===== src/rtl/mc_pkg.sv =====
// ============================================================================
// mc_pkg : shared types and constants for the multicycle MIPS controller
// Optional feature macro: MC_BNE_EN (adds the bne execute state)
// Revision: 1.0
// ============================================================================
`default_nettype none

package mc_pkg;

   typedef enum logic [3:0] {
      S_FETCH   = 4'd0,
      S_DECODE  = 4'd1,
      S_MEMADR  = 4'd2,
      S_MEMRD   = 4'd3,
      S_MEMWB   = 4'd4,
      S_MEMWR   = 4'd5,
      S_RTYPEEX = 4'd6,
      S_RTYPEWB = 4'd7,
      S_BEQEX   = 4'd8,
      S_ADDIEX  = 4'd9,
      S_ADDIWB  = 4'd10,
      S_JEX     = 4'd11,
`ifdef MC_BNE_EN
      S_BNEEX   = 4'd13,
`endif
      S_TRAP    = 4'd12
   } state_t;

   localparam logic [5:0] OP_RTYPE = 6'b000000;
   localparam logic [5:0] OP_J     = 6'b000010;
   localparam logic [5:0] OP_BEQ   = 6'b000100;
   localparam logic [5:0] OP_BNE   = 6'b000101;
   localparam logic [5:0] OP_ADDI  = 6'b001000;
   localparam logic [5:0] OP_LW    = 6'b100011;
   localparam logic [5:0] OP_SW    = 6'b101011;

   localparam logic [5:0] FN_ADD   = 6'b100000;
   localparam logic [5:0] FN_SUB   = 6'b100010;
   localparam logic [5:0] FN_AND   = 6'b100100;
   localparam logic [5:0] FN_OR    = 6'b100101;
   localparam logic [5:0] FN_SLT   = 6'b101010;

   localparam logic [2:0] ALU_AND  = 3'b000;
   localparam logic [2:0] ALU_OR   = 3'b001;
   localparam logic [2:0] ALU_ADD  = 3'b010;
   localparam logic [2:0] ALU_SUB  = 3'b110;
   localparam logic [2:0] ALU_SLT  = 3'b111;

   localparam logic [1:0] SRCB_REG   = 2'b00;
   localparam logic [1:0] SRCB_FOUR  = 2'b01;
   localparam logic [1:0] SRCB_IMM   = 2'b10;
   localparam logic [1:0] SRCB_IMMSH = 2'b11;

   localparam logic [1:0] PCSRC_ALU    = 2'b00;
   localparam logic [1:0] PCSRC_ALUOUT = 2'b01;
   localparam logic [1:0] PCSRC_JUMP   = 2'b10;

   // States that stall on the memory handshake and feed the timeout counter.
   function automatic logic is_mem_wait_state(input state_t s);
      return (s == S_FETCH) || (s == S_MEMRD) || (s == S_MEMWR);
   endfunction

endpackage

`default_nettype wire


===== src/rtl/mc_aludec.sv =====
// ============================================================================
// mc_aludec : R-type funct field to ALU control decoder with validity flag
// Revision: 1.0
// ============================================================================
`default_nettype none

module mc_aludec
   import mc_pkg::*;
(
   input  logic [5:0] funct_i,
   output logic [2:0] alucontrol_o,
   output logic       valid_o
);

   always_comb begin
      alucontrol_o = 3'b000;
      valid_o      = 1'b1;
      case (funct_i)
         FN_ADD:  alucontrol_o = ALU_ADD;
         FN_SUB:  alucontrol_o = ALU_SUB;
         FN_AND:  alucontrol_o = ALU_AND;
         FN_OR:   alucontrol_o = ALU_OR;
         FN_SLT:  alucontrol_o = ALU_SLT;
         default: valid_o      = 1'b0;
      endcase
   end

endmodule

`default_nettype wire


===== src/rtl/mc_controller.sv =====
// ============================================================================
// mc_controller : multicycle MIPS control FSM with memory handshake and trap
// Optional feature macro: MC_BNE_EN (bne dispatch to BNEEX)
// Revision: 1.0
// ============================================================================
`default_nettype none

module mc_controller #(
   parameter int MEM_TIMEOUT = 16,
   parameter int TIMEOUT_W   = 5
) (
   input  logic       clk,
   input  logic       reset_n,
   input  logic [5:0] op,
   input  logic [5:0] funct,
   input  logic       zero,
   input  logic       mem_ready,
   output logic       mem_req,
   output logic       memwrite,
   output logic       irwrite,
   output logic       pcen,
   output logic       regwrite,
   output logic       iord,
   output logic       memtoreg,
   output logic       regdst,
   output logic       alusrca,
   output logic [1:0] alusrcb,
   output logic [1:0] pcsrc,
   output logic [2:0] alucontrol,
   output logic       trap
);

   import mc_pkg::*;

   // Trap fires on the wait cycle that would make the MEM_TIMEOUT-th stall.
   localparam logic [TIMEOUT_W-1:0] c_wait_last =
      (MEM_TIMEOUT == 0) ? '0 : TIMEOUT_W'(MEM_TIMEOUT - 1);

   state_t                 state_q, state_d;
   logic [TIMEOUT_W-1:0]   wait_q, wait_d;
   logic [2:0]             w_rtype_alu;
   logic                   w_rtype_ok;
   logic                   w_timeout;

   mc_aludec u_aludec (
      .funct_i      (funct),
      .alucontrol_o (w_rtype_alu),
      .valid_o      (w_rtype_ok)
   );

   always_ff @(posedge clk or negedge reset_n) begin
      if (!reset_n) begin
         state_q <= S_FETCH;
         wait_q  <= '0;
      end else begin
         state_q <= state_d;
         wait_q  <= wait_d;
      end
   end

   always_comb begin
      w_timeout = (MEM_TIMEOUT != 0) && !mem_ready && (wait_q == c_wait_last);
   end

   always_comb begin
      state_d    = state_q;
      mem_req    = 1'b0;
      memwrite   = 1'b0;
      irwrite    = 1'b0;
      pcen       = 1'b0;
      regwrite   = 1'b0;
      iord       = 1'b0;
      memtoreg   = 1'b0;
      regdst     = 1'b0;
      alusrca    = 1'b0;
      alusrcb    = SRCB_REG;
      pcsrc      = PCSRC_ALU;
      alucontrol = 3'b000;
      trap       = 1'b0;

      case (state_q)
         S_FETCH: begin
            mem_req    = 1'b1;
            alusrcb    = SRCB_FOUR;
            alucontrol = ALU_ADD;
            if (mem_ready) begin
               irwrite = 1'b1;
               pcen    = 1'b1;
               state_d = S_DECODE;
            end else if (w_timeout) begin
               state_d = S_TRAP;
            end
         end
         S_DECODE: begin
            alusrcb    = SRCB_IMMSH;
            alucontrol = ALU_ADD;
            case (op)
               OP_LW, OP_SW: state_d = S_MEMADR;
               OP_RTYPE:     state_d = S_RTYPEEX;
               OP_BEQ:       state_d = S_BEQEX;
               OP_ADDI:      state_d = S_ADDIEX;
               OP_J:         state_d = S_JEX;
`ifdef MC_BNE_EN
               OP_BNE:       state_d = S_BNEEX;
`endif
               default:      state_d = S_TRAP;
            endcase
         end
         S_MEMADR: begin
            alusrca    = 1'b1;
            alusrcb    = SRCB_IMM;
            alucontrol = ALU_ADD;
            state_d    = (op == OP_SW) ? S_MEMWR : S_MEMRD;
         end
         S_MEMRD: begin
            mem_req = 1'b1;
            iord    = 1'b1;
            if (mem_ready)      state_d = S_MEMWB;
            else if (w_timeout) state_d = S_TRAP;
         end
         S_MEMWB: begin
            regwrite = 1'b1;
            memtoreg = 1'b1;
            state_d  = S_FETCH;
         end
         S_MEMWR: begin
            mem_req  = 1'b1;
            iord     = 1'b1;
            memwrite = mem_ready;
            if (mem_ready)      state_d = S_FETCH;
            else if (w_timeout) state_d = S_TRAP;
         end
         S_RTYPEEX: begin
            alusrca    = 1'b1;
            alusrcb    = SRCB_REG;
            alucontrol = w_rtype_alu;
            state_d    = w_rtype_ok ? S_RTYPEWB : S_TRAP;
         end
         S_RTYPEWB: begin
            regwrite = 1'b1;
            regdst   = 1'b1;
            state_d  = S_FETCH;
         end
         S_BEQEX: begin
            alusrca    = 1'b1;
            alucontrol = ALU_SUB;
            pcsrc      = PCSRC_ALUOUT;
            pcen       = zero;
            state_d    = S_FETCH;
         end
`ifdef MC_BNE_EN
         S_BNEEX: begin
            alusrca    = 1'b1;
            alucontrol = ALU_SUB;
            pcsrc      = PCSRC_ALUOUT;
            pcen       = ~zero;
            state_d    = S_FETCH;
         end
`endif
         S_ADDIEX: begin
            alusrca    = 1'b1;
            alusrcb    = SRCB_IMM;
            alucontrol = ALU_ADD;
            state_d    = S_ADDIWB;
         end
         S_ADDIWB: begin
            regwrite = 1'b1;
            state_d  = S_FETCH;
         end
         S_JEX: begin
            pcsrc   = PCSRC_JUMP;
            pcen    = 1'b1;
            state_d = S_FETCH;
         end
         S_TRAP: begin
            trap = 1'b1;
         end
         default: begin
            state_d = S_TRAP;
         end
      endcase

      // Held in reset: nothing may be enabled or requested, even combinationally.
      if (!reset_n) begin
         mem_req    = 1'b0;
         memwrite   = 1'b0;
         irwrite    = 1'b0;
         pcen       = 1'b0;
         regwrite   = 1'b0;
         iord       = 1'b0;
         memtoreg   = 1'b0;
         regdst     = 1'b0;
         alusrca    = 1'b0;
         alusrcb    = SRCB_REG;
         pcsrc      = PCSRC_ALU;
         alucontrol = 3'b000;
         trap       = 1'b0;
      end
   end

   always_comb begin
      wait_d = wait_q;
      if (state_d != state_q) begin
         wait_d = '0;
      end else if (is_mem_wait_state(state_q) && !mem_ready && (wait_q != '1)) begin
         wait_d = wait_q + TIMEOUT_W'(1);
      end
   end

endmodule

`default_nettype wire


===== config.mk =====
export PLATFORM = sky130hd
export DESIGN_NAME = mc_controller
export DESIGN_NICKNAME = d
export VERILOG_FILES = /design/src/rtl/mc_pkg.sv /design/src/rtl/mc_aludec.sv /design/src/rtl/mc_controller.sv
export SDC_FILE = /design/constraint.sdc
export NUM_CORES = 1
export LEC_CHECK = 0
export CAP_MARGIN = 20
export CORE_ASPECT_RATIO = 0.7
export CORE_UTILIZATION = 43
export CTS_CLUSTER_DIAMETER = 40
export CTS_CLUSTER_SIZE = 40
export DETAILED_ROUTE_END_ITERATION = 16
export GPL_ROUTABILITY_DRIVEN = 0
export PLACE_DENSITY = 0.79
export SLEW_MARGIN = 20
export SYNTH_ARGS = -nofsm -noshare
export SYNTH_HDL_FRONTEND = slang
export SYNTH_SLANG_ARGS = --single-unit

===== constraint.sdc =====
create_clock -name clk -period 2.4 [get_ports clk]
set_input_delay 0.36 -clock clk [delete_from_list [all_inputs] [get_ports clk]]
set_output_delay 0.36 -clock clk [all_outputs]
set_load 0.05 [all_outputs]

Yosys cells after proc, flatten, opt, wreduce, memory -nomap -nowiden --
Index checks and enable logic that the tools add are counted.
Word-level totals: input port bits 16, register bits 9, logic and storage cells 85, output and inout port bits 17
Operators by class: equality and inequality tests 25, multiplexer cells 39, reductions and logical operators 18, add/sub/neg operators 1
Operators with widths (count):
- $eq A6 B6 Y1 const B | 7
- $pmux W4 S9 | 1
- $mux W1 | 21
- $eq A4 B4 Y1 const B | 5
- $mux W4 | 5
- $pmux W4 S5 | 1
- $eq A4 B3 Y1 const B | 4
- $pmux W3 S4 | 1
- $mux W5 | 2
- $reduce_or A5 Y1 | 2
- $pmux W3 S3 | 1
- $eq A4 B2 Y1 const B | 2
- $reduce_or A4 Y1 | 2
- $eq A6 B2 Y1 const B | 1
- $eq A6 B3 Y1 const B | 1
- $eq A6 B4 Y1 const B | 1
- $logic_not A6 Y1 | 1
- $mux W3 | 2
- $pmux W2 S3 | 1
- $reduce_or A2 Y1 | 3
- $reduce_or A3 Y1 | 2
- $add A5 B1 Y5 const B | 1
- $eq A5 B4 Y1 const B | 1
- $ne A5 B5 Y1 const B | 1
- 10 further kinds | 14

Depth between registers and ports, before layout --
Gate-level depths: netlist of run 1.
word-level depth 7, depth in mapped cells 9, gate-level depth less buffers 9

By module --
Synthesis of run 1 repeated with hierarchy kept, for this count alone.
Unflattened totals: cell total of the unflattened synthesis 147, area total of the unflattened synthesis 1174.9 µm²
By module, submodules not included:
- mc_controller | cells each 138, sequential area each 225.2 µm², area each 1103.6 µm², instances 1
- mc_aludec | cells each 9, sequential area each 0.0 µm², area each 71.3 µm², instances 1

Worst setup path before layout of run 1 --
No wires, ideal clock.
path kind register to output, from register state_q[2], to output port pcen, setup slack -822 ps, arrival time 2862 ps, required time 2040 ps, stages on the path, launching flop included 5, path buffers 2, cell sequence dfrtp_1 -> buf_2 -> buf_1 -> nor4_1 -> a211o_1
On the way: word-level cells in the longest chain between the ends 3, elaborated cells between the ends (all ways) 5, classes of those cells 2 x eq/ne; 2 x mux; 1 x reduce/logical
Ends and longest elaborated chain:
- from (decl) | RTL line mc_controller.sv:39 | state_t state_q, state_d;
- from (signal assigned) | RTL line mc_controller.sv:56 | state_q <= state_d;
- $eq A4 B4 Y1 / $logic_not A4 Y1 (equally long branches) | RTL line mc_controller.sv:81 | case (state_q)
- $pmux W1 S3 (*) | RTL line mc_controller.sv:81
- $mux W1 (*) | RTL line mc_controller.sv:184 | if (!reset_n) begin
- to (decl) | RTL line mc_controller.sv:21 | output logic pcen,
Every way passes the cells marked *; elsewhere a longest branch is shown, timed or not.

Worst setup path after layout of run 1 --
from register wait_q[1], to register wait_q[1]
On the way: word-level cells in the longest chain between the ends 7, elaborated cells between the ends (all ways) 14, classes of those cells 1 x add/sub; 3 x eq/ne; 7 x mux; 3 x reduce/logical
Ends and longest elaborated chain:
- from (decl) | RTL line mc_controller.sv:40 | logic [TIMEOUT_W-1:0] wait_q, wait_d;
- from (signal assigned) | RTL line mc_controller.sv:57 | wait_q <= wait_d;
- $eq A5 B4 Y1 | RTL line mc_controller.sv:62 | w_timeout = (MEM_TIMEOUT != 0) && !mem_ready && (wait_q == c_wait_last);
- $logic_and A1 B1 Y1 | RTL line mc_controller.sv:62
- $mux W4 | RTL line mc_controller.sv:90, mc_controller.sv:119, mc_controller.sv:131
- $mux W4, on equally long branches | RTL line mc_controller.sv:130, mc_controller.sv:86, mc_controller.sv:118
- $pmux W4 S9 | RTL line mc_controller.sv:81
- $ne A4 B4 Y1 | RTL line mc_controller.sv:203 | if (state_d != state_q) begin
- $mux W5 / $reduce_bool A2 Y1 (equally long branches)
Several ways; a longest one is shown, not always the timed one. The select of a mux whose other input is x is not followed. A chain may end at the register's enable or synchronous reset.

==> results by group, run 1 <==
Floorplanning
  • Rows: 15
  • Core area: 0.00253 mm²
  • I/O pins: 33
  • Die width: 64.5 µm
  • Die Span Y: 45.8 µm
  • Total die area: 0.00295 mm²
  • Starting Density: 0.464

Worst setup path
  • CP required: 2.56 ns
  • Crit path kind: reg2reg
  • CP cell instances: ha_2 > and3_4 > ha_4 > o21ai_4 > o21ai_4 > o31ai_4 > buf_6 > o21ai_4 > a2111oi_4 > a21boi_2
  • Slowest stage delay, CP: 0.44 ns
  • Critical Path Sink Type: register
  • Crit-path leading delay family: compound AO/OA/AOI/OAI gates
  • Critical path launch point type: register
  • Buf+Inv Stages, Crit Path: 1
  • CP max-delay cell: a2111oi_4
  • Critical path's most frequent cell: o21ai_4
  • Arr. time, crit path: 2.57 ns
  • CP max FO: 5

STA
  • Slew Viols, Final: 0
  • Hold WS: 0.551 ns
  • Unrepaired setup endpoints after global routing: true
  • Final number of hold-violating endpoints: 0
  • Clock Skew: 0.00109 ns
  • Final period util: 1.00
  • Post-layout minimum cycle time: 2.41 ns
  • Worst slew pin tran: 0.491 ns
  • Worst setup margin: -0.00582 ns
  • Setup TNS: -0.00582 ns
  • Fmax: 0.416 GHz
  • Final setup fails: 1
  • Slew HR: 0.672

Synth
  • Post-Syn Nets: 176
  • Most common flop cell mapped by yosys: dfrtp_1
  • Post-synth top cells: 19 x nor2_1, 17 x nand2_1, 9 x dfrtp_1
  • Cell area after synthesis: 0.00118 mm²
  • Synth area leaders: dfrtp_1 19%, nor2_1 6.1%, nand2_1 5.4%, nand2b_1 3.7%, o21ai_0 3.4%
  • EDFF count, synth: 0
  • Yosys cell types: 57
  • Post-synth top area share: 0.191
  • Synth area leader: dfrtp_1
  • FF+latch count, synth: 9
  • Post-synthesis sequential area ratio: 0.191
  • Cells after synthesis: 157
  • Ys async rst share: 1.00
  • Yosys warnings: 0
  • Most instantiated library cell after synthesis: nor2_1
  • Syn Area/Cell: 7.49 µm²

Route
  • Via count: 1507
  • WL per Instance: 18.7 µm
  • Final WL: 4.45 mm
  • Routed met3 length: 543 µm
  • Via-per-instance ratio: 6.33
  • DRC: 0
  • DRT iter0 DRCs: 104
  • M1 WL: 1.67 mm
  • Final ANT Viol Nets: 0
  • Met2 wire len: 2.01 mm
  • Pre-antenna DRT Iters: 5
  • Top layer in use: met4

Global routing
  • Pin count of the biggest net entering global routing: 19
  • GRT overflow: 0
  • Vias in the first global route: 1297
  • Initial antenna violation count: 0
  • First-pass GRT wire length: 6.23 mm
  • GRT Util Overall: 0.284

Clock tree
  • Clk sinks: 9
  • Clock transition at path regs: 0.05 ns
  • Longest Clk Path Bufs: 2
  • CTS root buf: clkbuf_8
  • CTS tree: built
  • CTS Hold Bufs: 0
  • H-tree levels: 1
  • Clk Latency, worst-skew pair: 0.24 ns
  • TritonCTS Buffers: 3

Status
  • Failing checks: negative setup slack
  • Status: finished, violations left

Power and ir drop
  • Worst vdd ir: 0.715 mV
  • Tot Pwr: 0.00213 W
  • Lkg Pwr: 0.796 nW
  • PD cells: 1070 mW/mm²

Place
  • Dpl hpwl: 2.80 mm
  • PortBufs: 32

Final layout
  • Area grow syn2layout: 68.7%
  • Utilization after layout: 0.783
  • Share of cells above drive strength 1: 0.373
  • N_diodes: 0
  • Fin nets: 224

Job
  • Max Cap Viol: 0

Worst hold path
  • Worst hold path class: in2async
-- cell usage in the layout, fill, tap and decap left out, drive strengths merged, types with 2 or more instances in the layout --
cell and count:
a21boi 2, a21oi 3, a22oi 3, a311oi 2
and2 5, and3 5, buf 38, clkbuf 3
clkdlybuf4s50 14, dfrtp 9, ha 3, inv 3
mux2 2, nand2 17, nand2b 7, nand3 7
nor2 19, nor2b 6, nor3 4, nor3b 2
nor4 4, o21ai 12, o31ai 3, or3 2
xnor2 4, xor2 3
-- routing by layer --
layer / vias to the layer above / track usage
met1: 682 / 0.352
li1: 665 / -
met5: - / 0
met4: 0 / 0.124
met2: 126 / 0.478
met3: 34 / 0.0700
-- worst paths after layout --
check,startpoint,end,slack (ns),cells past startpoint
hold reg to reg,wait_q[4],wait_q[4],0.58,1
max in group asynchronous,reset_n,state_q[1],1.68,2
setup / recovery,wait_q[1],wait_q[1],-0.006,10
min in group clk,wait_q[4],wait_q[4],0.58,1
hold / removal,reset_n,wait_q[2],0.55,2
setup reg to reg,wait_q[1],wait_q[1],-0.006,10
-- worst reg2reg max path, cell delays in order, from the launching register on --
cell and delay (ns):
dfrtp_1 0.39, ha_2 0.20, and3_4 0.19, ha_4 0.18, o21ai_4 0.16, o21ai_4 0.09, o31ai_4 0.26, buf_6 0.15
o21ai_4 0.06, a2111oi_4 0.44, a21boi_2 0.22
-- cell families after synthesis --
logic type,after synthesis,share of synthesized area
buf+inv,13,0.0532
fa+ha+maj,3,0.0319
mux,2,0.0223
simple gates,86,0.403
xor+xnor,7,0.0521
flops,9,0.191
compound gates,37,0.246
-- metrics by stage --
stage,instance area (µm²),worst slack [ns],cells
floorplan,1210,0.0297,157
global placement,1800,-0.0263,228
detailed placement,1800,-0.109,228
CTS,1920,-0.0200,235
global route,1980,-0.0321,238
finish,1980,-0.00582,238
-- report_power, final --
| group | total [W] | internal [W] | switching (W) |
|---|---|---|---|
| clock network | 0.000179 | 0.000114 | 0.0000653 |
| logic | 0.00162 | 0.000725 | 0.000895 |
| registers | 0.000327 | 0.000200 | 0.000127 |
| total | 0.00213 | 0.00104 | 0.00109 |
-- flip-flops by register name (all words and copies together), names as in the netlist --
signal,flops
state_q,4
wait_q,5
-- cell type report --
| class | instances | area [µm²] |
|---|---|---|
| repair buffers | 53 | 654 |
| inverters | 3 | 11.3 |
| multi-input cells | 135 | 1000 |
| fillers | 161 | 549 |
| well taps | 34 | 42.5 |
| flip-flops and latches | 9 | 229 |
| clock inverters | 1 | 5.00 |
| clock buffers | 3 | 41.3 |
-- what timing repair did --
item                                    4_1_cts  5_1_grt
pin swaps                                     3        7
buffers inserted                              3        3
endpoints found under the setup margin        5       10
gates resized for setup                       9       12
Power figures use the tool's default switching activity.
==> run 2, diff against run 1 <==
- CORE_UTILIZATION: 43 -> 25
- PLACE_DENSITY: 0.79 -> 0.52
- RECOVER_POWER: default -> 50
- SLEW_MARGIN: 20 -> 40
==> run 2 against run 1 <==
Net effect:
- combinational power decreased by 3%
- wire length down 22%
- die area is 69% higher
- global-route usage down 14 points
- sequential power shrank 15%
- design area shrank 0.63%
- register-to-register slack gained 0.03 ns
- the flow finishes with violations (design-rule violations)
- largest power group unchanged
- largest cell class unchanged
- sequential share of layout area is 0.12 points lower
- maximum frequency rose by 1.3%
- core utilization shrank 34 points
- critical path type unchanged
- first-iteration DRC count rose by 29%
- clock power decreased by 3%
==> results by group, run 2 (same netlist as run 1, synthesis figures left out) <==
Clock tree
  • CTS Hold Bufs: 0
  • CTS root buf: clkbuf_8
  • H-tree levels: 1
  • Clk Latency, worst-skew pair: 0.23 ns
  • Clock transition at path regs: 0.04 ns
  • Longest Clk Path Bufs: 2
  • CTS tree: built
  • Clk sinks: 9
  • TritonCTS Buffers: 3

Floorplanning
  • I/O pins: 33
  • Core area: 0.00443 mm²
  • Total die area: 0.00499 mm²
  • Die Span Y: 59.4 µm
  • Starting Density: 0.266
  • Rows: 20
  • Die width: 84.0 µm

Route
  • Final WL: 3.48 mm
  • DRC: 4
  • DRT iter0 DRCs: 134
  • Via-per-instance ratio: 5.11
  • Via count: 1323
  • WL per Instance: 13.4 µm
  • Final ANT Viol Nets: 0
  • Pre-antenna DRT Iters: 10

Final layout
  • Share of cells above drive strength 1: 0.319
  • Max FFs per register: 5
  • Biggest regs: wait_q (5), state_q (4)
  • Multi-input logic area: 948 µm²
  • Most frequent cells in the layout: 19 x buf_12, 19 x buf_4, 17 x nor2_1, 16 x nand2_1, 13 x clkdlybuf4s50_1
  • Register Area: 225 µm²
  • Area grow syn2layout: 67.7%
  • N_diodes: 0
  • Largest Register: wait_q
  • Finished Layout Cells: 259
  • Fin nets: 224
  • # fillers: 419

Power and ir drop
  • Worst vdd ir: 0.229 mV
  • PD cells: 1020 mW/mm²
  • Lkg Pwr: 0.791 nW

STA
  • Final number of hold-violating endpoints: 0
  • Final setup fails: 0
  • Post-layout minimum cycle time: 2.37 ns
  • Clock Skew: 0.00349 ns
  • Worst slew pin tran: 0.543 ns
  • Slew Viols, Final: 0
  • Worst setup margin: 0.0258 ns
  • Final period util: 0.989
  • Fmax: 0.421 GHz
  • Slew HR: 0.635
  • Unrepaired setup endpoints after global routing: true

Worst setup path
  • Slowest stage delay, CP: 0.43 ns
  • Crit path kind: reg2reg
  • Critical Path Sink Type: register
  • CP max FO: 6
  • CP required: 2.56 ns
  • CP cell instances: ha_2 > and3_4 > ha_4 > o21ai_1 > o21ai_1 > o31ai_2 > buf_4 > o21ai_4 > a2111oi_4 > a21boi_2
  • Critical path launch point type: register
  • CP max-delay cell: a2111oi_4
  • Critical path's most frequent cell: o21ai_1
  • Arr. time, crit path: 2.53 ns

Place
  • Dpl hpwl: 2.83 mm
  • Cells after DPL: 253
  • PortBufs: 32
  • Pre-CTS setup slack: -0.103 ns

Global routing
  • GRT overflow: 0
  • First-pass GRT wire length: 5.84 mm
  • Vias in the first global route: 1197
  • GRT Util Overall: 0.149
  • Initial antenna violation count: 0
  • Pin count of the biggest net entering global routing: 15

Job
  • Max Cap Viol: 0

Worst hold path
  • Worst hold path class: reg2reg

Status
  • Failing checks: design-rule violations
  • Status: finished, violations left
[run 2: changes by cell type in the layout (fill, tap and decap cells not counted), sizes merged]
| cell | before | now |
|---|---|---|
| clkbuf | 3 | 4 |
| dlymetal6s2s | 1 | 0 |
| clkdlybuf4s50 | 14 | 13 |
| dlygate4sd3 | 0 | 2 |
| clkinv | 1 | 0 |
[run 2: repair_timing]
action	4_1_cts	5_1_grt
setup buffers	0	2
pin swaps	1	5
setup endpoints to repair	4	6
hold endpoints to repair	0	0
gates resized for setup	1	5
[run 2: layout make-up]
class,count,share of cell area
Inverter,3,0.00571
Sequential cell,9,0.114
Tap cell,55,0.0349
Timing Repair Buffer,53,0.341
Clock buffer,4,0.0228
Multi-Input combinational cell,135,0.481
[run 2: path summary, 6_finish.rpt]
kind                            startpoint         end  slack (ns)  cells after the start
max in group asynchronous          reset_n   wait_q[4]        1.56                      2
worst min-delay path             wait_q[4]   wait_q[4]        0.57                      1
worst max-delay path             wait_q[1]   wait_q[1]        0.03                     10
min in group asynchronous          reset_n  state_q[3]        0.68                      2
worst max register to register   wait_q[1]   wait_q[1]        0.03                     10
worst min register to register   wait_q[4]   wait_q[4]        0.57                      1
[run 2: report_power, final]
| part | switching (W) | internal [W] |
|---|---|---|
| sequential | 0.0000827 | 0.000196 |
| clock | 0.0000575 | 0.000116 |
| combinational | 0.000835 | 0.000733 |
[run 2: per-layer routing]
| metal | GRT usage | vias to the layer above | wire length (µm) | share of wire |
|---|---|---|---|---|
| met2 | 0.228 | 49 | 1540 | 0.44 |
| met1 | 0.219 | 614 | 1670 | 0.48 |
| met5 | 0 | - | 0 | 0 |
| met3 | 0.0348 | 0 | 269 | 0.077 |
| li1 | - | 660 | - | - |
| met4 | 0.0148 | 0 | 0 | 0 |
[run 2: stage by stage]
stage / hold slack (ns) / utilization / cell area, µm² / power (W) / setup TNS, ns
after floorplan: 0.0644 / - / 1210 / 0.00119 / 0
after global routing: 0.585 / 0.445 / 1970 / 0.00216 / -0.477
after CTS: 0.570 / 0.436 / 1930 / 0.00201 / 0
after global placement: 0.551 / 0.425 / 1880 / 0.00182 / -0.0323
final: 0.568 / 0.445 / 1970 / 0.00202 / 0
after detailed placement: 0.560 / 0.425 / 1880 / 0.00183 / -0.334
[run 2: critical path, delay by kind of cell (launching register included)]
family          cells  cell delay, ns
compound gates      6            1.19
fa+ha+maj           2            0.35
buf+inv             1            0.17
flops               1            0.39
simple gates        1            0.19
==> run 3, diff against run 2 <==
- CORE_UTILIZATION: 25 -> 43
- PLACE_DENSITY: 0.52 -> 0.79
==> run 3 against run 2 <==
Net effect:
- the flow finishes with violations (negative setup slack)
- global-route usage up 14 points
- cell count down 8.1%
- worst setup slack worse by 0.032 ns
- sequential share of layout area up 0.12 points
- hold slack better by 0.013 ns
- critical path depth unchanged
- die area down 41%
- non-clock buffer count unchanged
- via count up 14%
- sequential power up 17%
- highest routed layer is now met4
==> results by group, run 3 (same netlist as run 1, synthesis figures left out) <==
Power and ir drop
  • Net Sw Power: 0.00109 W
  • Clk pwr share: 0.084
  • PD cells: 1070 mW/mm²
  • Tot Pwr: 0.00213 W
  • Switch share: 0.512
  • Lkg Pwr: 0.796 nW
  • Internal power: 0.00104 W
  • Gate power share: 0.762
  • Worst vdd ir: 0.716 mV
  • Flop pwr share: 0.154

Route
  • Final ANT Viol Nets: 0
  • Pre-antenna DRT Iters: 4
  • Via-per-instance ratio: 6.32
  • Via count: 1505
  • Final WL: 4.44 mm
  • DRT iter0 DRCs: 104
  • WL per Instance: 18.7 µm
  • DRC: 0

STA
  • Worst setup margin: -0.00614 ns
  • Final setup fails: 1
  • Final number of hold-violating endpoints: 0
  • Unrepaired setup endpoints after global routing: true
  • Post-layout minimum cycle time: 2.41 ns
  • Clock Skew: 0.00109 ns
  • Worst slew pin tran: 0.491 ns
  • Fmax: 0.416 GHz
  • Hold WS: 0.581 ns
  • Slew Viols, Final: 0
  • Final period util: 1.00
  • Slew HR: 0.672

Global routing
  • GRT Util Overall: 0.284
  • GRT overflow: 0
  • Initial antenna violation count: 0
  • Pin count of the biggest net entering global routing: 19
  • First-pass GRT wire length: 6.23 mm
  • Vias in the first global route: 1297

Worst setup path
  • Worst R2R Start: wait_q[1]
  • Worst r2r dst: wait_q[1]
  • Critical Path Sink Type: register
  • Critical path launch point type: register
  • Crit path kind: reg2reg
  • CP max FO: 5
  • Cells on worst reg2reg path: 10
  • Reg2reg setup slack: -0.006 ns
  • Arr. time, crit path: 2.57 ns
  • Crit path from: wait_q[1]
  • Crit path capture: wait_q[1]
  • CP required: 2.56 ns

Clock tree
  • Clk sinks: 9
  • Longest Clk Path Bufs: 2
  • Clk Latency, worst-skew pair: 0.23 ns
  • H-tree levels: 1
  • Clock transition at path regs: 0.05 ns
  • CTS tree: built
  • CTS Hold Bufs: 0
  • CTS root buf: clkbuf_8
  • TritonCTS Buffers: 3

Final layout
  • Share of cells above drive strength 1: 0.373
  • Largest Register: wait_q
  • Fin area: 0.00198 mm²
  • Most frequent cells in the layout: 20 x buf_4, 17 x nand2_1, 17 x buf_12, 15 x nor2_1, 13 x clkdlybuf4s50_1
  • Finished Layout Cells: 238
  • Area grow syn2layout: 68.7%
  • Utilization after layout: 0.783
  • Biggest regs: wait_q (5), state_q (4)
  • # fillers: 161
  • Most common cell after layout, fill and taps aside: buf_4
  • Max FFs per register: 5
  • N_diodes: 0
  • Fin nets: 224

Place
  • Cells after DPL: 228
  • Dpl cell area: 0.00180 mm²
  • Dpl hpwl: 2.80 mm
  • PortBufs: 32

Floorplanning
  • Die width: 64.5 µm
  • Core area: 0.00253 mm²
  • Die Span Y: 45.8 µm
  • Starting Density: 0.464
  • I/O pins: 33
  • Total die area: 0.00295 mm²
  • Rows: 15

Status
  • Failing checks: negative setup slack
  • Status: finished, violations left

Job
  • Max Cap Viol: 0

Worst hold path
  • Worst hold path class: reg2reg
  • Min-delay src: wait_q[4]
[run 3: changes by cell type in the layout (fill, tap and decap cells not counted), moves of 2 or more]
cell | before | now
o21ai_4 | 1 | 3
dfrtp_1 | 9 | 6
dfrtp_2 | 0 | 3
o21ai_1 | 2 | 0
nor2_1 | 17 | 15
nor2_2 | 2 | 4
buf_12 | 19 | 17
[run 3: cell type report]
| class | count | area [µm²] | share of cell area |
|---|---|---|---|
| clock buffer | 3 | 41.3 | 0.0208 |
| clock inverter | 1 | 5.00 | 0.00252 |
| inverter | 3 | 11.3 | 0.00567 |
| multi-input combinational | 135 | 1000 | 0.504 |
| sequential | 9 | 229 | 0.115 |
| tap | 34 | 42.5 | 0.0214 |
| timing repair buffer | 53 | 654 | 0.330 |
[run 3: power groups by stage]
stage                     Clock, W  Sequential (W)  Combinational [W]
after detailed placement         0        0.000304            0.00144
final                     0.000179        0.000327            0.00162
after global placement           0        0.000302            0.00140
after global routing      0.000191        0.000331            0.00168
after floorplan                  0        0.000220           0.000973
after CTS                 0.000181        0.000303            0.00152
[run 3: metrics by stage]
stage	setup WS, ns	setup TNS [ns]
finish	-0.00614	-0.00614
global route	-0.0321	-0.117
CTS	-0.0200	-0.0200
detailed placement	-0.109	-0.361
global placement	-0.0263	-0.0386
floorplan	0.0297	0
[run 3: worst min-delay path by stage]
stage | to | slack, ns | cells past startpoint
after floorplan | state_q[0] | 0.06 | 0
after global placement | wait_q[1] | 0.55 | 2
after detailed placement | wait_q[4] | 0.57 | 1
after CTS | wait_q[1] | 0.55 | 2
after global routing | wait_q[4] | 0.61 | 1
final | wait_q[4] | 0.58 | 1
[run 3: metal layers]
metal  GRT usage  vias to the layer above  part of all wire
met1       0.352                      681              0.38
met5           0                        -                 0
met4       0.124                        0             0.050
met2       0.478                      124              0.45
met3      0.0700                       34              0.12
li1            -                      666                 -
[run 3: critical path, cell delays in order (launching register included)]
cell and delay [ns]:
dfrtp_1 0.39, ha_2 0.20, and3_4 0.19, ha_4 0.18, o21ai_4 0.16, o21ai_4 0.09
o31ai_4 0.26, buf_6 0.15, o21ai_4 0.06, a2111oi_4 0.44, a21boi_2 0.22
[run 3: repair_timing]
action | in CTS | in global routing
resized for setup | 9 | 12
setup endpoints to repair | 5 | 10
buffers inserted | 3 | 3
pin swaps | 3 | 7
